**src/rtl/dut_vector_sequencer_if.sv**
```systemverilog
// Bus bundle between the vector sequencer and its environment:
// control, stimulus RAM read port, dut drive/response, result RAM write port.
interface dut_vector_sequencer_if #(
  parameter int unsigned IN_W   = 50,
  parameter int unsigned OUT_W  = 30,
  parameter int unsigned ADDR_W = 4
);
  logic              start;
  logic              abort;
  logic [ADDR_W:0]   num_vec;
  logic              vec_rd;
  logic [ADDR_W-1:0] vec_addr;
  logic [IN_W-1:0]   vec_data;
  logic [IN_W-1:0]   dut_in;
  logic [OUT_W-1:0]  dut_out;
  logic              res_we;
  logic [ADDR_W-1:0] res_addr;
  logic [OUT_W-1:0]  res_data;
  logic              busy;
  logic              done;
  logic [ADDR_W:0]   vec_cnt;
  logic [OUT_W-1:0]  signature;

  // Sequencer side
  modport master (
    input  start, abort, num_vec, vec_data, dut_out,
    output vec_rd, vec_addr, dut_in, res_we, res_addr, res_data,
           busy, done, vec_cnt, signature
  );

  // Environment side (RAMs, dut, controller)
  modport slave (
    output start, abort, num_vec, vec_data, dut_out,
    input  vec_rd, vec_addr, dut_in, res_we, res_addr, res_data,
           busy, done, vec_cnt, signature
  );
endinterface

```
**src/rtl/dut_vector_sequencer.sv**
```systemverilog
// Vector sequencer: fetches stimulus vectors, drives them into the dut,
// waits SETTLE cycles and writes each response into the result RAM.
// Optional response MISR enabled by defining SEQ_MISR_EN; otherwise the
// signature output is constant 0.
module dut_vector_sequencer #(
  parameter int unsigned IN_W   = 50,
  parameter int unsigned OUT_W  = 30,
  parameter int unsigned ADDR_W = 4,
  parameter int unsigned SETTLE = 1
) (
  input  logic                  clk,
  input  logic                  rst_n,
  dut_vector_sequencer_if.master sq
);

  typedef enum logic [2:0] {
    S_IDLE,
    S_FETCH,
    S_LOAD,
    S_SETTLE,
    S_CAPTURE,
    S_DONE
  } state_t;

  localparam int unsigned   DEPTH       = 2 ** ADDR_W;
  localparam logic [ADDR_W:0] MAX_NUM   = (ADDR_W + 1)'(DEPTH);
  localparam logic [3:0]    SETTLE_INIT = 4'(SETTLE - 1);

  state_t              state_q, state_d;
  logic [ADDR_W-1:0]   idx_q, idx_d;
  logic [ADDR_W:0]     num_q, num_d;
  logic [3:0]          cnt_q, cnt_d;
  logic [IN_W-1:0]     din_q, din_d;
  logic [ADDR_W:0]     vcnt_q, vcnt_d;

`ifdef SEQ_MISR_EN
  localparam logic [OUT_W-1:0] MISR_TAPS = OUT_W'(30'h20000029);
  logic [OUT_W-1:0]    sig_q, sig_d;
  assign sq.signature = sig_q;
`else
  assign sq.signature = '0;
`endif

  assign sq.busy    = (state_q != S_IDLE);
  assign sq.vec_cnt = vcnt_q;
  assign sq.dut_in  = din_q;

  // Next-state and strobe decode
  always_comb begin
    state_d = state_q;
    idx_d   = idx_q;
    num_d   = num_q;
    cnt_d   = cnt_q;
    din_d   = din_q;
    vcnt_d  = vcnt_q;
`ifdef SEQ_MISR_EN
    sig_d   = sig_q;
`endif
    sq.vec_rd   = 1'b0;
    sq.vec_addr = '0;
    sq.res_we   = 1'b0;
    sq.res_addr = '0;
    sq.res_data = '0;
    sq.done     = 1'b0;

    case (state_q)
      S_IDLE: begin
        if (sq.start) begin
          vcnt_d = '0;
          idx_d  = '0;
`ifdef SEQ_MISR_EN
          sig_d  = '0;
`endif
          if (sq.num_vec == '0) begin
            state_d = S_DONE;
          end else begin
            num_d   = (sq.num_vec > MAX_NUM) ? MAX_NUM : sq.num_vec;
            state_d = S_FETCH;
          end
        end
      end
      S_FETCH: begin
        sq.vec_rd   = 1'b1;
        sq.vec_addr = idx_q;
        state_d     = S_LOAD;
      end
      S_LOAD: begin
        din_d   = sq.vec_data;
        cnt_d   = SETTLE_INIT;
        state_d = S_SETTLE;
      end
      S_SETTLE: begin
        if (cnt_q == '0) state_d = S_CAPTURE;
        else             cnt_d   = cnt_q - 4'd1;
      end
      S_CAPTURE: begin
        sq.res_we   = 1'b1;
        sq.res_addr = idx_q;
        sq.res_data = sq.dut_out;
        vcnt_d      = vcnt_q + (ADDR_W + 1)'(1);
`ifdef SEQ_MISR_EN
        sig_d = {sig_q[OUT_W-2:0], sig_q[OUT_W-1]} ^ sq.dut_out ^
                (sig_q[OUT_W-1] ? MISR_TAPS : '0);
`endif
        if ({1'b0, idx_q} == num_q - (ADDR_W + 1)'(1)) begin
          state_d = S_DONE;
        end else begin
          idx_d   = idx_q + ADDR_W'(1);
          state_d = S_FETCH;
        end
      end
      S_DONE: begin
        sq.done = 1'b1;
        state_d = S_IDLE;
      end
      default: state_d = S_IDLE;
    endcase

    // Abort wins over everything above: drop any pending update and the
    // CAPTURE write, leaving counters and signature at their partial values.
    if (sq.abort && (state_q != S_IDLE)) begin
      state_d   = S_IDLE;
      idx_d     = idx_q;
      num_d     = num_q;
      cnt_d     = cnt_q;
      din_d     = din_q;
      vcnt_d    = vcnt_q;
`ifdef SEQ_MISR_EN
      sig_d     = sig_q;
`endif
      sq.res_we = 1'b0;
    end
  end

  // State and datapath registers
  always_ff @(posedge clk or negedge rst_n) begin
    if (!rst_n) begin
      state_q <= S_IDLE;
      idx_q   <= '0;
      num_q   <= '0;
      cnt_q   <= '0;
      din_q   <= '0;
      vcnt_q  <= '0;
`ifdef SEQ_MISR_EN
      sig_q   <= '0;
`endif
    end else begin
      state_q <= state_d;
      idx_q   <= idx_d;
      num_q   <= num_d;
      cnt_q   <= cnt_d;
      din_q   <= din_d;
      vcnt_q  <= vcnt_d;
`ifdef SEQ_MISR_EN
      sig_q   <= sig_d;
`endif
    end
  end

endmodule

```
**src/flat_wrapper.sv**
```systemverilog
// flat-port wrapper written by rule: the top's interface ports become plain ports
module dut_vector_sequencer_flat 
#(
  parameter int unsigned IN_W   = 50,
  parameter int unsigned OUT_W  = 30,
  parameter int unsigned ADDR_W = 4,
  parameter int unsigned SETTLE = 1
)
  (clk, rst_n, sq_start, sq_abort, sq_num_vec, sq_vec_data, sq_dut_out, sq_vec_rd, sq_vec_addr, sq_dut_in, sq_res_we, sq_res_addr, sq_res_data, sq_busy, sq_done, sq_vec_cnt, sq_signature);
  dut_vector_sequencer_if #(.IN_W(IN_W), .OUT_W(OUT_W), .ADDR_W(ADDR_W)) sq_i ();
  input  logic clk;
  input  logic rst_n;
  input wire logic [$bits(sq_i.start)-1:0] sq_start;
  input wire logic [$bits(sq_i.abort)-1:0] sq_abort;
  input wire logic [$bits(sq_i.num_vec)-1:0] sq_num_vec;
  input wire logic [$bits(sq_i.vec_data)-1:0] sq_vec_data;
  input wire logic [$bits(sq_i.dut_out)-1:0] sq_dut_out;
  output wire logic [$bits(sq_i.vec_rd)-1:0] sq_vec_rd;
  output wire logic [$bits(sq_i.vec_addr)-1:0] sq_vec_addr;
  output wire logic [$bits(sq_i.dut_in)-1:0] sq_dut_in;
  output wire logic [$bits(sq_i.res_we)-1:0] sq_res_we;
  output wire logic [$bits(sq_i.res_addr)-1:0] sq_res_addr;
  output wire logic [$bits(sq_i.res_data)-1:0] sq_res_data;
  output wire logic [$bits(sq_i.busy)-1:0] sq_busy;
  output wire logic [$bits(sq_i.done)-1:0] sq_done;
  output wire logic [$bits(sq_i.vec_cnt)-1:0] sq_vec_cnt;
  output wire logic [$bits(sq_i.signature)-1:0] sq_signature;
  assign sq_i.start = sq_start;
  assign sq_i.abort = sq_abort;
  assign sq_i.num_vec = sq_num_vec;
  assign sq_i.vec_data = sq_vec_data;
  assign sq_i.dut_out = sq_dut_out;
  assign sq_vec_rd = sq_i.vec_rd;
  assign sq_vec_addr = sq_i.vec_addr;
  assign sq_dut_in = sq_i.dut_in;
  assign sq_res_we = sq_i.res_we;
  assign sq_res_addr = sq_i.res_addr;
  assign sq_res_data = sq_i.res_data;
  assign sq_busy = sq_i.busy;
  assign sq_done = sq_i.done;
  assign sq_vec_cnt = sq_i.vec_cnt;
  assign sq_signature = sq_i.signature;
  dut_vector_sequencer #(.IN_W(IN_W), .OUT_W(OUT_W), .ADDR_W(ADDR_W), .SETTLE(SETTLE)) u_core (.clk(clk), .rst_n(rst_n), .sq(sq_i));
endmodule
```
**config.mk**
```make
export PLATFORM = sky130hd
export DESIGN_NAME = dut_vector_sequencer_flat
export DESIGN_NICKNAME = d
export VERILOG_FILES = /design/src/rtl/dut_vector_sequencer_if.sv /design/src/rtl/dut_vector_sequencer.sv /design/src/flat_wrapper.sv
export SDC_FILE = /design/constraint.sdc
export NUM_CORES = 1
export LEC_CHECK = 0
export CAP_MARGIN = 30
export CORE_ASPECT_RATIO = 1.5
export CORE_UTILIZATION = 38
export DETAILED_ROUTE_END_ITERATION = 6
export HOLD_SLACK_MARGIN = 0.08
export PLACE_DENSITY = 0.89
export SYNTH_ARGS = -nofsm -noshare
export SYNTH_HDL_FRONTEND = slang
export SYNTH_SLANG_ARGS = --single-unit
```
**constraint.sdc**
```tcl
create_clock -name clk -period 2.3 [get_ports clk]
set_input_delay 0.46 -clock clk [delete_from_list [all_inputs] [get_ports clk]]
set_output_delay 0.46 -clock clk [all_outputs]
set_load 0.1 [all_outputs]
```
# Yosys cells after proc, flatten, opt, wreduce, memory -nomap -nowiden
# Index checks and enable logic that the tools add are counted.
# W data, S select, Z words.
[word_totals]
input_bits = 89
regBits = 71
output_inout_bits = 127
wordCells = 58
[classes]
n_addsub = 4
n_eq_ne = 11
n_reduce_logical = 13
magnitude_cmp = 1
bitwise = 2
n_mux = 21
[op_table]
columns = ["op", "n"]
rows = [
  ["$mux W30", 1],
  ["$mux W4", 5],
  ["$pmux W4 S2", 2],
  ["$mux W3", 5],
  ["$pmux W3 S5", 1],
  ["$mux W5", 2],
  ["$pmux W5 S2", 1],
  ["$reduce_and A4 Y1", 2],
  ["$eq A3 B2 Y1 const B", 2],
  ["$eq A3 B3 Y1 const B", 2],
  ["$ne A2 B2 Y1 const B", 3],
  ["$reduce_and A3 Y1", 2],
  ["$add A5 B1 Y5 const B", 1],
  ["$eq A4 B5 Y1", 1],
  ["$gt A5 B5 Y1 const B", 1],
  ["$logic_not A5 Y1", 1],
  ["$sub A5 B1 Y5 const B", 1],
  ["$add A4 B1 Y4 const B", 1],
  ["$logic_not A4 Y1", 1],
  ["$mux W1", 4],
  ["$reduce_and A2 Y1", 2],
  ["$reduce_bool A2 Y1", 2],
  ["$sub A4 B1 Y4 const B", 1],
  ["$eq A3 B1 Y1 const B", 1],
  ["6 further kinds", 7],
]

# Depth between registers and ports, before layout
[depth]
ltp_word = 5
mapped_depth = 7
mapped_depth_nobuf = 7

# Worst setup path after synthesis
# Ideal clock, no wire load.
[synth_path]
kind = "register to output"
from = "register u_core.state_q[0]"
to = "output port sq_vec_addr[0]"
stages_incl_launch_ff = 5
t_required_ns = 1.840
n_path_buf = 2
slack_ns = -2.294
t_arrival_ns = 4.134
path_cell_list = "dfrtp_1 > clkbuf_1 > buf_2 > nor3b_1 > and2_1"
[synth_via]
elab_chain_len = 2
[synth_lines]
columns = ["element", "line", "source"]
rows = [
  ["start: declaration", "dut_vector_sequencer.sv:29", "state_t state_q, state_d;"],
  ["start signal: assignment", "dut_vector_sequencer.sv:148", "state_q <= state_d;"],
  ["$eq A3 B1 Y1", "dut_vector_sequencer.sv:66", "case (state_q)"],
  ["$mux W4", "dut_vector_sequencer.sv:66", ""],
  ["end: declaration", "flat_wrapper.sv:19", "output wire logic [$bits(sq_i.vec_addr)-1:0] sq_vec_addr;"],
]
# No other way between the ends.

# Worst setup path after layout
[layout_path]
from = "register u_core.state_q[1]"
to = "output port sq_res_data[0]"
[layout_via]
elab_chain_len = 2
[layout_lines]
columns = ["element", "line", "source"]
rows = [
  ["$eq A3 B3 Y1", "dut_vector_sequencer.sv:66", ""],
  ["$mux W30", "dut_vector_sequencer.sv:66", ""],
  ["end: declaration", "flat_wrapper.sv:23", "output wire logic [$bits(sq_i.res_data)-1:0] sq_res_data;"],
]
# No other way between the ends.

==> metrics.md <==
| Metric | Value |
|---|---|
| Most numerous cell in the Yosys netlist | `dfrtp_1` |
| Worst Hold Class | `primary input to async pin` |
| Simple-gate share of the synthesized area | `between 10% and 20%` |
| CP max FO | `27` |
| Asr flop ratio synth | `100%` |
| Crit path capture type | `primary output` |
| Area Overhead vs Synth | `71.2%` |
| Top cells by count, synth | `dfrtp_1 (71), mux2_2 (46), and2_1 (38), buf_4 (34), nand2_1 (20)` |
| Routed len/inst | `~15 um` |
| Initial drt markers | `95` |
| Post-Syn Area | `approximately 0.0036 mm2` |
| Fillers | `roughly 650` |
| Initial antenna violation count | `0` |
| Critical R2R Capture | `u_core.cnt_q[1]$_DFFE_PN0P_` |
| Yosys reg bits | `71` |
| Total grt overflow | `0` |
| Hold Vio Cnt, Final | `0` |
| Synth Area in Compound Gates | `between 3 and 4%` |
| Fin nets | `597` |
| Initial Util | `between 30 and 40%` |
| Max Clock Freq | `between 400 and 500 MHz` |
| Critical path data required time | `between 1500 and 2000 ps` |
| Layout cell share with drive strength beyond 1 | `41.3%` |
| Core Box Area | `0.00920 mm2` |
| Fin crit share | `between 90% and 100%` |
| Routed vias | `around 3000` |
| Largest net degree at the start of global routing | `53` |
| TritonCTS clock tree | `done` |
| Share of the synthesized area in the top cell type | `49.6%` |
| Routed Antenna Nets | `0` |
| Vias in the first global route | `3085` |
| Clk root buf | `clkbuf_16` |
| CTS Buf Count | `9` |
| Port bufs | `~190` |
| Yosys top cell by area | `dfrtp_1` |
| Worst hold slack | `around 120 ps` |
| Post-synth EDFFs | `0` |
| Fin Clk Skew | `3.87 ps` |
| Crit path arrival time | `about 1700 ps` |
| Slew Viols, Final | `0` |
| First drt pass iteration count | `4` |
| Worst-path clk slew | `50 ps` |
| FF-to-FF path depth | `6` |
| I/O pins | `roughly 220` |
| Die Height | `around 120 um` |
| Status | `complete, no violations` |
| Largest family of logic cells by synthesized area | `simple AND/OR/NAND/NOR gates` |
| RSZ-0062 raised after global routing | `no` |
| # diodes | `0` |
| Global placement routability congestion | `~0.82` |
| Max_cap viols | `0` |
| Sequential area share after synthesis | `between 40% and 50%` |
| Gate Count Post-Synth | `approximately 310` |
| Setup violations, final | `0` |
| Mean Syn Cell Area | `between 10 and 15 um2` |
| Largest cells by area after synthesis | `dfrtp_1 (50%), mux2_2 (14%), buf_4 (7.1%)` |
| Worst-margin pin slew | `~680 ps` |
| Worst setup SP type | `register` |
| Ys flop type | `dfrtp_1` |
| Post-synthesis cell type count | `40` |
| Slew headroom | `between 50% and 60%` |
| Xor/xnor share of the synthesized area | `under 10%` |
| Residual DRC | `0` |
| Reg-to-reg setup timing slack | `300 ps` |
| DP HPWL | `between 7 and 8 mm` |
| Clock Latency Late Sink | `320 ps` |
| Fin crit period | `around 2200 ps` |
| Clock buffer depth | `2` |
| Post-CTS Setup Inserts | `0` |
| First-pass GRT wire length | `about 15 mm` |
| Synth Area in Adders | `around 1.7%` |
| Rows | `43` |
| Worst r2r src | `u_core.cnt_q[0]$_DFFE_PN0P_` |
| Total number of yosys warnings | `0` |
| Worst Setup Path Type | `register to primary output` |
| Drt total wl | `9.32 mm` |
| Die area | `a little under 0.01 mm2` |
| Die Width | `between 80 and 90 um` |
| Post-synthesis mux area share | `16.3%` |
| GRT Util Overall | `19.8%` |
| CTS H-tree depth | `3` |
| Via density | `about 4.8` |
| Clock sink total | `71` |
per-layer routing:
| layer | up-vias | track usage, % | routed length, um |
|---|---|---|---|
| met5 | - | 0 | 0 |
| met4 | 0 | 7.81 | 183 |
| met3 | 15 | 6.69 | 754 |
| met2 | 155 | 36.5 | 5330 |
| met1 | 1448 | 19.8 | 3050 |
| li1 | 1368 | - | - |
layout make-up:
cell class                 instances  area [um2]  area share [%]
timing repair buffer             196        2240            36.6
clock inverter                     4        45.0           0.735
inverter                           7        26.3           0.429
multi-input combinational        218        1650            26.9
tap                              112         140            2.29
sequential                        71        1780            29.0
clock buffer                      12         246            4.02
repair_timing:
action,in CTS,in global routing
endpoints found under the setup margin,1,1
hold buffers,0,0
gates resized for setup,2,1
critical path, cell delays in order (launching register included):
cell,delay [ps]
dfrtp_2,490
nor3b_2,260
buf_6,220
and2_1,230
buf_12,190
registers in the layout, summed over array words and instances, names as in the netlist:
register           cells
u_core.sq.dut_in      50
u_core.num_q           5
u_core.sq.vec_cnt      5
u_core.cnt_q           4
u_core.idx_q           4
u_core.state_q         3
worst max-delay path by stage:
stage / startpoint / end / slack [ps] / depth (start not counted)
detailed placement: sq_abort / u_core.idx_q[3]$_DFFE_PN0P_ / 50 / 7
global route: u_core.state_q[1]$_DFFE_PN0P_ / sq_res_data[0] / 30 / 4
finish: u_core.state_q[1]$_DFFE_PN0P_ / sq_res_data[0] / 120 / 4
global placement: sq_abort / u_core.sq.dut_in[22]$_DFFE_PN0P_ / 80 / 5
floorplan: u_core.state_q[0]$_DFFE_PN0P_ / sq_vec_addr[0] / -160 / 4
CTS: u_core.state_q[1]$_DFFE_PN0P_ / sq_res_data[0] / 50 / 4
kinds of logic (layout without fill, tap and decap cells):
kind of cell,after synthesis,count (layout)
xor gates and xnor gates,12,12
and+or+nand+nor,100,100
adders and majority gates,5,5
buffers and inverters,52,219
DFF,71,71
muxes,52,52
other,1,30
AOI/OAI and AO/OA,19,19
placed cells by master, fill, tap and decap left out, types with 7 or more instances in the layout:
cell	instances
xor2_1	8
and2_1	7
clkdlybuf4s50_1	87
inv_1	7
and2_2	27
mux2_2	46
nor2_1	10
buf_12	44
conb_1	30
buf_4	63
clkbuf_16	9
dfrtp_1	69
nand2_1	20
stage by stage:
stage	area, um2	utilization, %	instances	worst slack (ps)	TNS [ps]
2_1_floorplan	3770	-	341	-162	-798
3_3_place_gp	5830	63.4	604	84.0	0
3_5_place_dp	5830	63.4	604	51.8	0
4_1_cts	6120	66.6	620	45.7	0
5_1_grt	6130	66.6	620	25.7	0
6_report	6130	66.6	620	116	0
Power is not shown: default switching activity piles up to over one toggle a cycle in this logic, so the estimate is an artifact.
